==> config.mk <==
export PLATFORM = sky130hd
export DESIGN_NAME = vga_timing_pattern_gen
export DESIGN_NICKNAME = d
export VERILOG_FILES = /design/src/rtl/vga_pkg.sv /design/src/rtl/vga_timing_counter.sv /design/src/rtl/vga_timing_pattern_gen.sv
export SDC_FILE = /design/constraint.sdc
export NUM_CORES = 1
export LEC_CHECK = 0
export ABC_CLOCK_PERIOD_IN_PS = 2500
export CELL_PAD_IN_SITES_DETAIL_PLACEMENT = 1
export CELL_PAD_IN_SITES_GLOBAL_PLACEMENT = 2
export CORE_MARGIN = 4
export CORE_UTILIZATION = 36
export DETAILED_ROUTE_END_ITERATION = 8
export GPL_TIMING_DRIVEN = 0
export PLACE_DENSITY_LB_ADDON = 0.05
export SYNTH_ARGS = -nofsm -noshare
export SYNTH_HDL_FRONTEND = slang
export SYNTH_SLANG_ARGS = --single-unit
==> constraint.sdc <==
create_clock -name i_clk -period 2.5 [get_ports i_clk]
set_input_delay 0.625 -clock i_clk [delete_from_list [all_inputs] [get_ports i_clk]]
set_output_delay 0.625 -clock i_clk [all_outputs]
set_load 0.02 [all_outputs]
==> src/rtl/vga_pkg.sv <==
// Shared constants for the VGA timing and test-pattern generator:
// pattern codes, the colour-bar table and a 640x480@60 default timing set.
package vga_pkg;

    localparam logic [2:0] PAT_BLACK   = 3'd0;
    localparam logic [2:0] PAT_RED     = 3'd1;
    localparam logic [2:0] PAT_GREEN   = 3'd2;
    localparam logic [2:0] PAT_BLUE    = 3'd3;
    localparam logic [2:0] PAT_CHECKER = 3'd4;
    localparam logic [2:0] PAT_BARS    = 3'd5;
    localparam logic [2:0] PAT_BORDER  = 3'd6;
    localparam logic [2:0] PAT_RAMP    = 3'd7;

    localparam int NUM_BARS = 8;

    // Each entry is {R,G,B} on/off; index 0 is the leftmost bar (white).
    localparam logic [NUM_BARS-1:0][2:0] BAR_RGB = {
        3'b000,   // black
        3'b001,   // blue
        3'b100,   // red
        3'b101,   // magenta
        3'b010,   // green
        3'b011,   // cyan
        3'b110,   // yellow
        3'b111    // white
    };

    localparam int DEF_ACTIVE_COLS = 640;
    localparam int DEF_H_FRONT     = 16;
    localparam int DEF_H_SYNC      = 96;
    localparam int DEF_H_BACK      = 48;
    localparam int DEF_ACTIVE_ROWS = 480;
    localparam int DEF_V_FRONT     = 10;
    localparam int DEF_V_SYNC      = 2;
    localparam int DEF_V_BACK      = 33;

    // Counter width that stays at least one bit even for a range of 1.
    function automatic int min1_clog2(input int value);
        return (value > 1) ? $clog2(value) : 1;
    endfunction

endpackage

==> src/rtl/vga_timing_counter.sv <==
// Column/row raster counter with decoded active, sync and line/frame strobes.
// All decodes are combinational from the current counter state.
module vga_timing_counter
    import vga_pkg::*;
#(
    parameter int ACTIVE_COLS = DEF_ACTIVE_COLS,
    parameter int H_FRONT     = DEF_H_FRONT,
    parameter int H_SYNC      = DEF_H_SYNC,
    parameter int H_BACK      = DEF_H_BACK,
    parameter int ACTIVE_ROWS = DEF_ACTIVE_ROWS,
    parameter int V_FRONT     = DEF_V_FRONT,
    parameter int V_SYNC      = DEF_V_SYNC,
    parameter int V_BACK      = DEF_V_BACK,
    localparam int TOTAL_COLS = ACTIVE_COLS + H_FRONT + H_SYNC + H_BACK,
    localparam int TOTAL_ROWS = ACTIVE_ROWS + V_FRONT + V_SYNC + V_BACK,
    localparam int CW         = $clog2(TOTAL_COLS),
    localparam int RW         = $clog2(TOTAL_ROWS)
) (
    input  logic          i_clk,
    input  logic          i_rst_n,
    output logic [CW-1:0] o_col,
    output logic [RW-1:0] o_row,
    output logic          o_de,
    output logic          o_hsync_on,
    output logic          o_vsync_on,
    output logic          o_line_start,
    output logic          o_frame_start,
    output logic          o_line_end,
    output logic          o_frame_end
);

    localparam int HS_START = ACTIVE_COLS + H_FRONT;
    localparam int HS_STOP  = HS_START + H_SYNC;
    localparam int VS_START = ACTIVE_ROWS + V_FRONT;
    localparam int VS_STOP  = VS_START + V_SYNC;

    logic [CW-1:0] col_q;
    logic [RW-1:0] row_q;
    logic          last_col;
    logic          last_row;

    assign last_col = (col_q == CW'(TOTAL_COLS - 1));
    assign last_row = (row_q == RW'(TOTAL_ROWS - 1));

    always_ff @(posedge i_clk or negedge i_rst_n) begin
        if (!i_rst_n) begin
            col_q <= '0;
            row_q <= '0;
        end else if (last_col) begin
            col_q <= '0;
            row_q <= last_row ? '0 : row_q + RW'(1);
        end else begin
            col_q <= col_q + CW'(1);
        end
    end

    // Sync windows are half-open: [START, STOP).
    assign o_col         = col_q;
    assign o_row         = row_q;
    assign o_de          = (col_q < CW'(ACTIVE_COLS)) && (row_q < RW'(ACTIVE_ROWS));
    assign o_hsync_on    = (col_q >= CW'(HS_START)) && (col_q < CW'(HS_STOP));
    assign o_vsync_on    = (row_q >= RW'(VS_START)) && (row_q < RW'(VS_STOP));
    assign o_line_start  = (col_q == '0);
    assign o_frame_start = (col_q == '0) && (row_q == '0);
    assign o_line_end    = last_col;
    assign o_frame_end   = last_col && last_row;

endmodule

==> src/rtl/vga_timing_pattern_gen.sv <==
// Parametrised VGA timing generator with an 8-mode test pattern source.
// Pattern changes are synchronised and only take effect at frame boundaries.
module vga_timing_pattern_gen
    import vga_pkg::*;
#(
    parameter int VIDEO_WIDTH = 3,
    parameter int ACTIVE_COLS = DEF_ACTIVE_COLS,
    parameter int H_FRONT     = DEF_H_FRONT,
    parameter int H_SYNC      = DEF_H_SYNC,
    parameter int H_BACK      = DEF_H_BACK,
    parameter int ACTIVE_ROWS = DEF_ACTIVE_ROWS,
    parameter int V_FRONT     = DEF_V_FRONT,
    parameter int V_SYNC      = DEF_V_SYNC,
    parameter int V_BACK      = DEF_V_BACK,
    parameter bit HSYNC_POL   = 1'b0,
    parameter bit VSYNC_POL   = 1'b0,
    parameter int CHECK_LOG2  = 5,
    localparam int TOTAL_COLS = ACTIVE_COLS + H_FRONT + H_SYNC + H_BACK,
    localparam int TOTAL_ROWS = ACTIVE_ROWS + V_FRONT + V_SYNC + V_BACK,
    localparam int CW         = $clog2(TOTAL_COLS),
    localparam int RW         = $clog2(TOTAL_ROWS)
) (
    input  logic                   i_clk,
    input  logic                   i_rst_n,
    input  logic [2:0]             i_pattern,
    input  logic                   i_blank,
    output logic                   o_hsync,
    output logic                   o_vsync,
    output logic                   o_de,
    output logic                   o_frame_start,
    output logic                   o_line_start,
    output logic [CW-1:0]          o_col,
    output logic [RW-1:0]          o_row,
    output logic [VIDEO_WIDTH-1:0] o_red,
    output logic [VIDEO_WIDTH-1:0] o_green,
    output logic [VIDEO_WIDTH-1:0] o_blue
);

    localparam int BAR_W      = ACTIVE_COLS / NUM_BARS;
    localparam int BAR_CW     = min1_clog2(BAR_W);
    localparam int RAMP_SHIFT = $clog2(ACTIVE_COLS) - VIDEO_WIDTH;
    localparam logic [VIDEO_WIDTH-1:0] FULL = {VIDEO_WIDTH{1'b1}};

    if (H_FRONT < 1 || H_SYNC < 1 || H_BACK < 1 ||
        V_FRONT < 1 || V_SYNC < 1 || V_BACK < 1) begin : g_bad_porch
        $error("vga_timing_pattern_gen: porch and sync widths must be non-zero");
    end
    if (ACTIVE_COLS < 8 || (ACTIVE_COLS % 8) != 0 || ACTIVE_ROWS < 1) begin : g_bad_active
        $error("vga_timing_pattern_gen: ACTIVE_COLS must be a non-zero multiple of 8");
    end
    if (VIDEO_WIDTH < 1 || RAMP_SHIFT < 0) begin : g_bad_width
        $error("vga_timing_pattern_gen: VIDEO_WIDTH must be 1..clog2(ACTIVE_COLS)");
    end
    if (CHECK_LOG2 < 0 || CHECK_LOG2 >= CW || CHECK_LOG2 >= RW) begin : g_bad_check
        $error("vga_timing_pattern_gen: CHECK_LOG2 exceeds counter width");
    end

    logic [CW-1:0] col;
    logic [RW-1:0] row;
    logic          de;
    logic          hsync_on;
    logic          vsync_on;
    logic          line_start;
    logic          frame_start;
    logic          line_end;
    logic          frame_end;

    vga_timing_counter #(
        .ACTIVE_COLS (ACTIVE_COLS),
        .H_FRONT     (H_FRONT),
        .H_SYNC      (H_SYNC),
        .H_BACK      (H_BACK),
        .ACTIVE_ROWS (ACTIVE_ROWS),
        .V_FRONT     (V_FRONT),
        .V_SYNC      (V_SYNC),
        .V_BACK      (V_BACK)
    ) u_counter (
        .i_clk         (i_clk),
        .i_rst_n       (i_rst_n),
        .o_col         (col),
        .o_row         (row),
        .o_de          (de),
        .o_hsync_on    (hsync_on),
        .o_vsync_on    (vsync_on),
        .o_line_start  (line_start),
        .o_frame_start (frame_start),
        .o_line_end    (line_end),
        .o_frame_end   (frame_end)
    );

    logic [2:0] pat_meta;
    logic [2:0] pat_sync;
    logic [2:0] pat_q;

    // i_pattern may be asynchronous; pat_q only changes on the last pixel of a frame.
    always_ff @(posedge i_clk or negedge i_rst_n) begin
        if (!i_rst_n) begin
            pat_meta <= PAT_BLACK;
            pat_sync <= PAT_BLACK;
            pat_q    <= PAT_BLACK;
        end else begin
            pat_meta <= i_pattern;
            pat_sync <= pat_meta;
            if (frame_end) begin
                pat_q <= pat_sync;
            end
        end
    end

    logic [BAR_CW-1:0] bar_cnt_q;
    logic [2:0]        bar_idx_q;

    // Bar index tracks the column incrementally so no divider is needed.
    always_ff @(posedge i_clk or negedge i_rst_n) begin
        if (!i_rst_n) begin
            bar_cnt_q <= '0;
            bar_idx_q <= '0;
        end else if (line_end) begin
            bar_cnt_q <= '0;
            bar_idx_q <= '0;
        end else if (bar_cnt_q == BAR_CW'(BAR_W - 1)) begin
            bar_cnt_q <= '0;
            bar_idx_q <= bar_idx_q + 3'd1;
        end else begin
            bar_cnt_q <= bar_cnt_q + BAR_CW'(1);
        end
    end

    logic [2:0]             bar_rgb;
    logic [CW-1:0]          ramp_full;
    logic                   on_border;
    logic [VIDEO_WIDTH-1:0] red_d;
    logic [VIDEO_WIDTH-1:0] green_d;
    logic [VIDEO_WIDTH-1:0] blue_d;

    assign bar_rgb   = BAR_RGB[bar_idx_q];
    assign ramp_full = col >> RAMP_SHIFT;
    assign on_border = (col == '0) || (col == CW'(ACTIVE_COLS - 1)) ||
                       (row == '0) || (row == RW'(ACTIVE_ROWS - 1));

    always_comb begin
        red_d   = '0;
        green_d = '0;
        blue_d  = '0;
        case (pat_q)
            PAT_BLACK: begin
            end
            PAT_RED:   red_d   = FULL;
            PAT_GREEN: green_d = FULL;
            PAT_BLUE:  blue_d  = FULL;
            PAT_CHECKER: begin
                if (col[CHECK_LOG2] ^ row[CHECK_LOG2]) begin
                    red_d   = FULL;
                    green_d = FULL;
                    blue_d  = FULL;
                end
            end
            PAT_BARS: begin
                red_d   = {VIDEO_WIDTH{bar_rgb[2]}};
                green_d = {VIDEO_WIDTH{bar_rgb[1]}};
                blue_d  = {VIDEO_WIDTH{bar_rgb[0]}};
            end
            PAT_BORDER: begin
                if (on_border) begin
                    red_d   = FULL;
                    green_d = FULL;
                    blue_d  = FULL;
                end
            end
            PAT_RAMP: begin
                red_d   = ramp_full[VIDEO_WIDTH-1:0];
                green_d = ramp_full[VIDEO_WIDTH-1:0];
                blue_d  = ramp_full[VIDEO_WIDTH-1:0];
            end
            default: begin
            end
        endcase
        if (!de || i_blank) begin
            red_d   = '0;
            green_d = '0;
            blue_d  = '0;
        end
    end

    always_ff @(posedge i_clk or negedge i_rst_n) begin
        if (!i_rst_n) begin
            o_hsync       <= ~HSYNC_POL;
            o_vsync       <= ~VSYNC_POL;
            o_de          <= 1'b0;
            o_frame_start <= 1'b0;
            o_line_start  <= 1'b0;
            o_col         <= '0;
            o_row         <= '0;
            o_red         <= '0;
            o_green       <= '0;
            o_blue        <= '0;
        end else begin
            o_hsync       <= hsync_on ? HSYNC_POL : ~HSYNC_POL;
            o_vsync       <= vsync_on ? VSYNC_POL : ~VSYNC_POL;
            o_de          <= de;
            o_frame_start <= frame_start;
            o_line_start  <= line_start;
            o_col         <= col;
            o_row         <= row;
            o_red         <= red_d;
            o_green       <= green_d;
            o_blue        <= blue_d;
        end
    end

endmodule

After elaboration in Yosys (flattened, before gate mapping)
Memory sizes are Yosys's and may differ from the RTL's.
Index checks and enable logic that the tools add are counted.
Storage, ports and cells
  memories: 1
  bits in registers: 73
  bits in latches: 0
  input port bits: 6
  bits in read-only memories: 24
  bits in writable memories: 0
  word-level logic and storage cells: 72
  output and inout port bits: 34
Operators by class
  equal/unequal tests: 12
  bitwise operators: 1
  mux-type cells: 17
  shifts and indexed selects: 0
  multiply operators: 0
  order comparisons: 7
  reduce and logical (&&, ||, !) cells: 13
  div/mod/pow operators: 0
  add/subtract/negate cells: 4
Memory list
  (no name shown): depth 8, bits a word 3, read ports 1, clocked after memory_dff 0, wr ports 0, line vga_timing_pattern_gen.sv:136  | assign bar_rgb = BAR_RGB[bar_idx_q];
Operator list (number)
  3-bit one-hot mux with 5 select lines: 3
  10-bit equality test (second input constant): 3
  3-bit 2-to-1 mux: 8
  10-bit by 1-bit adder with 10-bit output (second input constant): 2
  10-bit logical NOT: 2
  10-bit less-than comparator (second input constant): 2
  10-bit by 9-bit less-than comparator with 1-bit output (second input constant): 2
  10-bit 2-to-1 mux: 2
  7-bit 2-to-1 mux: 2
  3-bit equality test (second input constant): 4
  10-bit by 9-bit equality test with 1-bit output (second input constant): 1
  10-bit greater-or-equal comparator (second input constant): 1
  10-bit by 9-bit greater-or-equal comparator with 1-bit output (second input constant): 1
  7-bit by 1-bit adder with 7-bit output (second input constant): 1
  7-bit equality test (second input constant): 1
  3-bit by 2-bit equality test with 1-bit output (second input constant): 2
  1-bit logical AND: 5
  1-bit logical OR: 4
  3-bit by 4-bit less-than comparator with 1-bit output (second input constant): 1
  3-bit by 1-bit adder with 3-bit output (second input constant): 1
  3-bit by 1-bit equality test with 1-bit output (second input constant): 1
  1-bit 2-to-1 mux: 2
  2-bit nonzero test: 1
  1-bit logical NOT: 1
  1-bit bitwise XOR: 1

Logic depth before layout (Yosys ltp)
  depth after elaboration: 7
  mapped depth: 8
  mapped depth without buffers: 7

Modules after synthesis
A second synthesis with hierarchy kept.
Second synthesis, totals
  cell total of the unflattened synthesis: 252
  area, all modules: 2944.1 um^2
Modules (own cells, without submodules)
  vga_timing_pattern_gen: times used 1, cells an instance 139, area each 1849.3 um^2, sequential area each 1328.8 um^2
  vga_timing_counter: times used 1, cells an instance 113, area each 1094.8 um^2, sequential area each 500.5 um^2

Worst setup path after synthesis
No wires, ideal clock.
  kind: reg-to-reg
  start: register u_counter.col_q[0] (netlist: u_counter.o_col[0])
  end: register pat_q[1]
  arrival: 1.831 ns
  buffers on the path: 1
  stages on the path, launching flop included: 7
  slack: 0.542 ns
  data required time: 2.373 ns
  path through: dfrtp_1 ha_1 nand4b_4 nor4b_4 and2_1 buf_4 mux2_1
On the way
  word-level cells in the longest chain between the ends: 2
RTL lines
  from (decl): line vga_timing_counter.sv:37  | logic [CW-1:0] col_q;
  from (signal assigned): line vga_timing_counter.sv:53  | col_q <= col_q + CW'(1);
  10-bit equality test: line vga_timing_counter.sv:42  | assign last_col = (col_q == CW'(TOTAL_COLS - 1));
  1-bit logical AND: line vga_timing_counter.sv:66  | assign o_frame_end = last_col && last_row;
  to (signal assigned): line vga_timing_pattern_gen.sv:105  | pat_q <= pat_sync;
  to (decl): line vga_timing_pattern_gen.sv:93  | logic [2:0] pat_q;
No other way between the ends.
A chain may end at the register's enable or synchronous reset.

Worst setup path in the final report
Same ends and word-level chain as after synthesis.

==> results by group <==
Die
  – Area of the core: between 7000 and 8000 µm²
  – I/O pin count: 40
  – Initial core utilization: 37.6%
  – FP Rows: 32
  – Overall die area: a little under 10,000 µm²
  – Die extent in y: 98.3 µm
  – Chip width: around 98 µm

Synth
  – Biggest area consumer among synthesized cells: sky130_fd_sc_hd__dfrtp_1
  – Most area-consuming cells after synthesis: sky130_fd_sc_hd__dfrtp_1 (61%), sky130_fd_sc_hd__nand3_1 (3.9%), sky130_fd_sc_hd__xor2_1 (3.3%)
  – Area share of the largest cell type after synthesis: 60.6%
  – Sequential area share after synthesis: 62.3%
  – Number of enable-type register cells in the synthesized netlist: 0
  – Gate count of the mapped netlist: 247
  – Syn avg cell area: 11.9 µm²
  – Post-synthesis cell type count: 45
  – Dominant register cell in the synthesized netlist: sky130_fd_sc_hd__dfrtp_1
  – Syn Std Cell Area: about 2900 µm²
  – Async SR Flop Fraction: 100%
  – YS warnings: 0
  – Synthesis-stage register bit count: 73
  – Number of nets produced by synthesis: 259

Placement
  – Final estimated routing congestion in global placement: about 0.76
  – Detailed placement HPWL: 4.04 mm
  – Placed standard-cell area: between 3000 and 4000 µm²
  – Inst Count DP: 388
  – IO Port Bufs: 39
  – Pre-CTS worst setup slack: 166 ps

Clock tree
  – Setup fix buffers added after clock tree synthesis: 0
  – Number of CTS-inserted buffers: 9
  – H-Tree Level Count: 3
  – Clock tree root buffer cell: sky130_fd_sc_hd__clkbuf_8
  – Clock insertion delay at the later pin of the skew report: 340 ps
  – Sink count of the clock tree: 73
  – Max Root-Sink Buffers: 2
  – TritonCTS clock tree: done
  – Clk slew on worst S/H paths: 70 ps

Global routing
  – GRT Overall Usage: 13.7%
  – Met3 track utilization from global routing: ~4.5%
  – GRT busiest layer: met2
  – Total global routing overflow: 0
  – Number of antenna violations at the first check in global routing: 0
  – Vias in the first global route: about 2,200
  – Maximum number of pins on one net before global-route repair: 74
  – Met1 track utilization from global routing: 17.5%
  – Met2 Track Usage GR: 21.9%
  – First-pass GRT wire length: 10.6 mm

STA
  – Hold Violations, Final: 0
  – Post-route worst setup slack: 185 ps
  – Number of slew-limit violations in the final report: 0
  – Minimum period implied by the final worst setup slack: 2320 ps
  – Max_slew headroom: 41.7%
  – Clock Skews: 7.04 ps
  – Setup Total Neg Slack: 0 ps
  – Final count of negative-setup-slack endpoints: 0
  – Slew of the pin with the lowest slew margin: approximately 870 ps
  – Setup repair after global routing missed its margin: no
  – Peak clock frequency supported by timing: between 400 and 500 MHz
  – Smallest hold slack: 351 ps
  – Post-route fraction of the period consumed by the critical path: approximately 93%

Power and ir drop
  – Register share of total power: 56.5%
  – Standby leakage power: 1.73 nW
  – Power density cells: 578 nW/µm²
  – Internal power: between 1.5 and 2 mW
  – Power share of the combinational group: 1.5%
  – Total Power: between 2 and 2.5 mW
  – Switching part of the total power: roughly a fifth
  – Portion of total power attributed to the clock network: 42.1%
  – Largest vdd supply drop: 0.243 mV
  – Sw Pwr: 0.436 mW

Worst setup path
  – Crit path max fanout: 9
  – Total buffers and inverters traversed by the critical path: 1
  – Critical path's slowest cell: sky130_fd_sc_hd__nor4b_4
  – Series of cell instances along the critical path: ha_1 -> nand4b_4 -> nor4b_4 -> and2_1 -> buf_4 -> mux2_1
  – Critical Path Sink Type: flop
  – Critical path data required time: 2720 ps
  – Slowest Stage Delay on Critical Path: 550 ps
  – Worst Path Class, Setup: reg2reg
  – Family with the most delay on the worst path: simple AND/OR/NAND/NOR gates
  – Data arrival at the endpoint of the critical path: 2540 ps
  – CP Launch Type: flop

Route
  – Avg Vias per Cell: 4.90
  – Antenna Nets Post-Route: 0
  – Vias after detailed routing: roughly 2,000
  – Number of detailed-route iterations in the first pass: 4
  – Number of DRC violations after detailed routing: 0
  – Routed Wire Length: slightly below 6 mm
  – First-iteration detailed-routing DRC count: around 80
  – Drt wl/cell: around 14 µm

Layout
  – Area overhead of the layout relative to synthesis: 23.8%
  – Share of cells above drive strength 1: a little over a tenth
  – Nets: between 300 and 400
  – Number of fill cells in the layout: 840
  – Most common cell after layout, fill and taps aside: sky130_fd_sc_hd__dfrtp_1
  – Post-route insts no fill: between 400 and 500
  – Most used cells in the layout excluding fill and tap cells: sky130_fd_sc_hd__dfrtp_1 (71), sky130_fd_sc_hd__clkdlybuf4s50_1 (38), sky130_fd_sc_hd__nand3_1 (23), sky130_fd_sc_hd__nor2_1 (23), sky130_fd_sc_hd__nand2_1 (12)
  – Fraction of the core area covered by cells at the end of the flow: 46.5%
  – Area of all placed cells without fillers: 3630 µm²
  – Antenna diode count: 0

Outcome
  – Result of the run: complete, no violations

Hold path
  – Kind of path behind the tightest hold check: reg2reg

Run
  – Number of maximum-capacitance violations: 0
==> sequential cells by signal, indices dropped and copies added, names as in the netlist, 3 cells and up <==
signal,count
bar_cnt_q,7
o_green,3
o_blue,3
o_row,10
o_col,10
o_red,3
pat_q,3
pat_sync,3
bar_idx_q,3
pat_meta,3
u_counter.o_col,10
u_counter.o_row,10
==> repair_timing <==
action / in CTS / in global routing
hold endpoints to repair: 0 / 0
setup endpoints to repair: 0 / 1
resized for setup: 0 / 2
hold buffers: 0 / 0
==> power by group through the flow <==
stage          registers, mW  clock network, mW  logic (mW)
4_1_cts                 1.19              0.911      0.0333
2_1_floorplan           1.21                  0     0.00161
3_5_place_dp            1.21                  0      0.0332
6_report                1.19              0.883      0.0305
5_1_grt                 1.19              0.962      0.0366
3_3_place_gp            1.21                  0      0.0332
==> synth_stat cells (2+ instances only) <==
master                      n
sky130_fd_sc_hd__dfrtp_1   71
sky130_fd_sc_hd__nand3_1   23
sky130_fd_sc_hd__nor2_1    23
sky130_fd_sc_hd__nand2_1   12
sky130_fd_sc_hd__xor2_1    11
sky130_fd_sc_hd__inv_1     10
sky130_fd_sc_hd__xnor2_1   10
sky130_fd_sc_hd__and3_1     8
sky130_fd_sc_hd__clkbuf_1   6
sky130_fd_sc_hd__ha_1       6
sky130_fd_sc_hd__nand4_1    6
sky130_fd_sc_hd__nor3_1     6
sky130_fd_sc_hd__o21ai_0    6
sky130_fd_sc_hd__buf_2      5
sky130_fd_sc_hd__nor2b_1    5
sky130_fd_sc_hd__o21ai_1    3
sky130_fd_sc_hd__a21oi_1    2
sky130_fd_sc_hd__dfstp_2    2
sky130_fd_sc_hd__mux2i_1    2
sky130_fd_sc_hd__nand2b_1   2
sky130_fd_sc_hd__nor4_1     2
sky130_fd_sc_hd__or3b_1     2
sky130_fd_sc_hd__or4_1      2
==> worst register-to-register path, cell delays in order, from the launching register on <==
cell                       delay (ps)
sky130_fd_sc_hd__dfrtp_1          460
sky130_fd_sc_hd__ha_1             350
sky130_fd_sc_hd__nand4b_4         150
sky130_fd_sc_hd__nor4b_4          550
sky130_fd_sc_hd__and2_1           210
sky130_fd_sc_hd__buf_4            160
sky130_fd_sc_hd__mux2_1           320
==> final cells by class <==
| cell class | count | area [µm²] | share of cell area (%) |
|---|---|---|---|
| flip-flops and latches | 73 | 1830 | 50.3 |
| plain buffers | 12 | 56.3 | 1.55 |
| well taps | 102 | 128 | 3.51 |
| inverters | 10 | 37.5 | 1.03 |
| clock buffers | 10 | 138 | 3.79 |
| clock inverters | 4 | 45.0 | 1.24 |
| repair buffers | 39 | 388 | 10.7 |
| multi-input cells | 152 | 1010 | 27.9 |
==> per-layer routing <==
| layer | part of all wire, % | vias to the layer above |
|---|---|---|
| li1 | - | 934 |
| met1 | 46 | 994 |
| met2 | 49 | 35 |
| met3 | 4.3 | 8 |
| met4 | 1.5 | 0 |
| met5 | 0 | - |
==> cell families (layout without fill, tap and decap cells) <==
family / count (synthesis) / count (layout) / synth area share (%)
AND/OR/NAND/NOR: 103 / 103 / 20.5
flip-flops: 73 / 73 / 62.3
buffers and inverters: 22 / 75 / 3.16
XOR/XNOR: 21 / 21 / 6.27
AO/OA/AOI/OAI: 18 / 18 / 3.75
adder cells (fa/ha/maj): 6 / 6 / 2.56
multiplexers: 4 / 4 / 1.45
==> path summary, 6_finish.rpt <==
check | start | slack, ps | depth (start not counted) | endpoint
min in group asynchronous | i_rst_n | 410 | 1 | o_col[2]$_DFF_PN0_
min | pat_meta[2]$_DFF_PN0_ | 350 | 0 | pat_sync[2]$_DFF_PN0_
max reg2reg | u_counter.o_col[0]$_DFF_PN0_ | 180 | 6 | pat_q[1]$_DFFE_PN0P_
min reg2reg | pat_meta[2]$_DFF_PN0_ | 350 | 0 | pat_sync[2]$_DFF_PN0_
max in group asynchronous | i_rst_n | 1530 | 1 | pat_q[1]$_DFFE_PN0P_
max | u_counter.o_col[0]$_DFF_PN0_ | 180 | 6 | pat_q[1]$_DFFE_PN0P_
No activity file was read; power rests on OpenSTA's default activity.
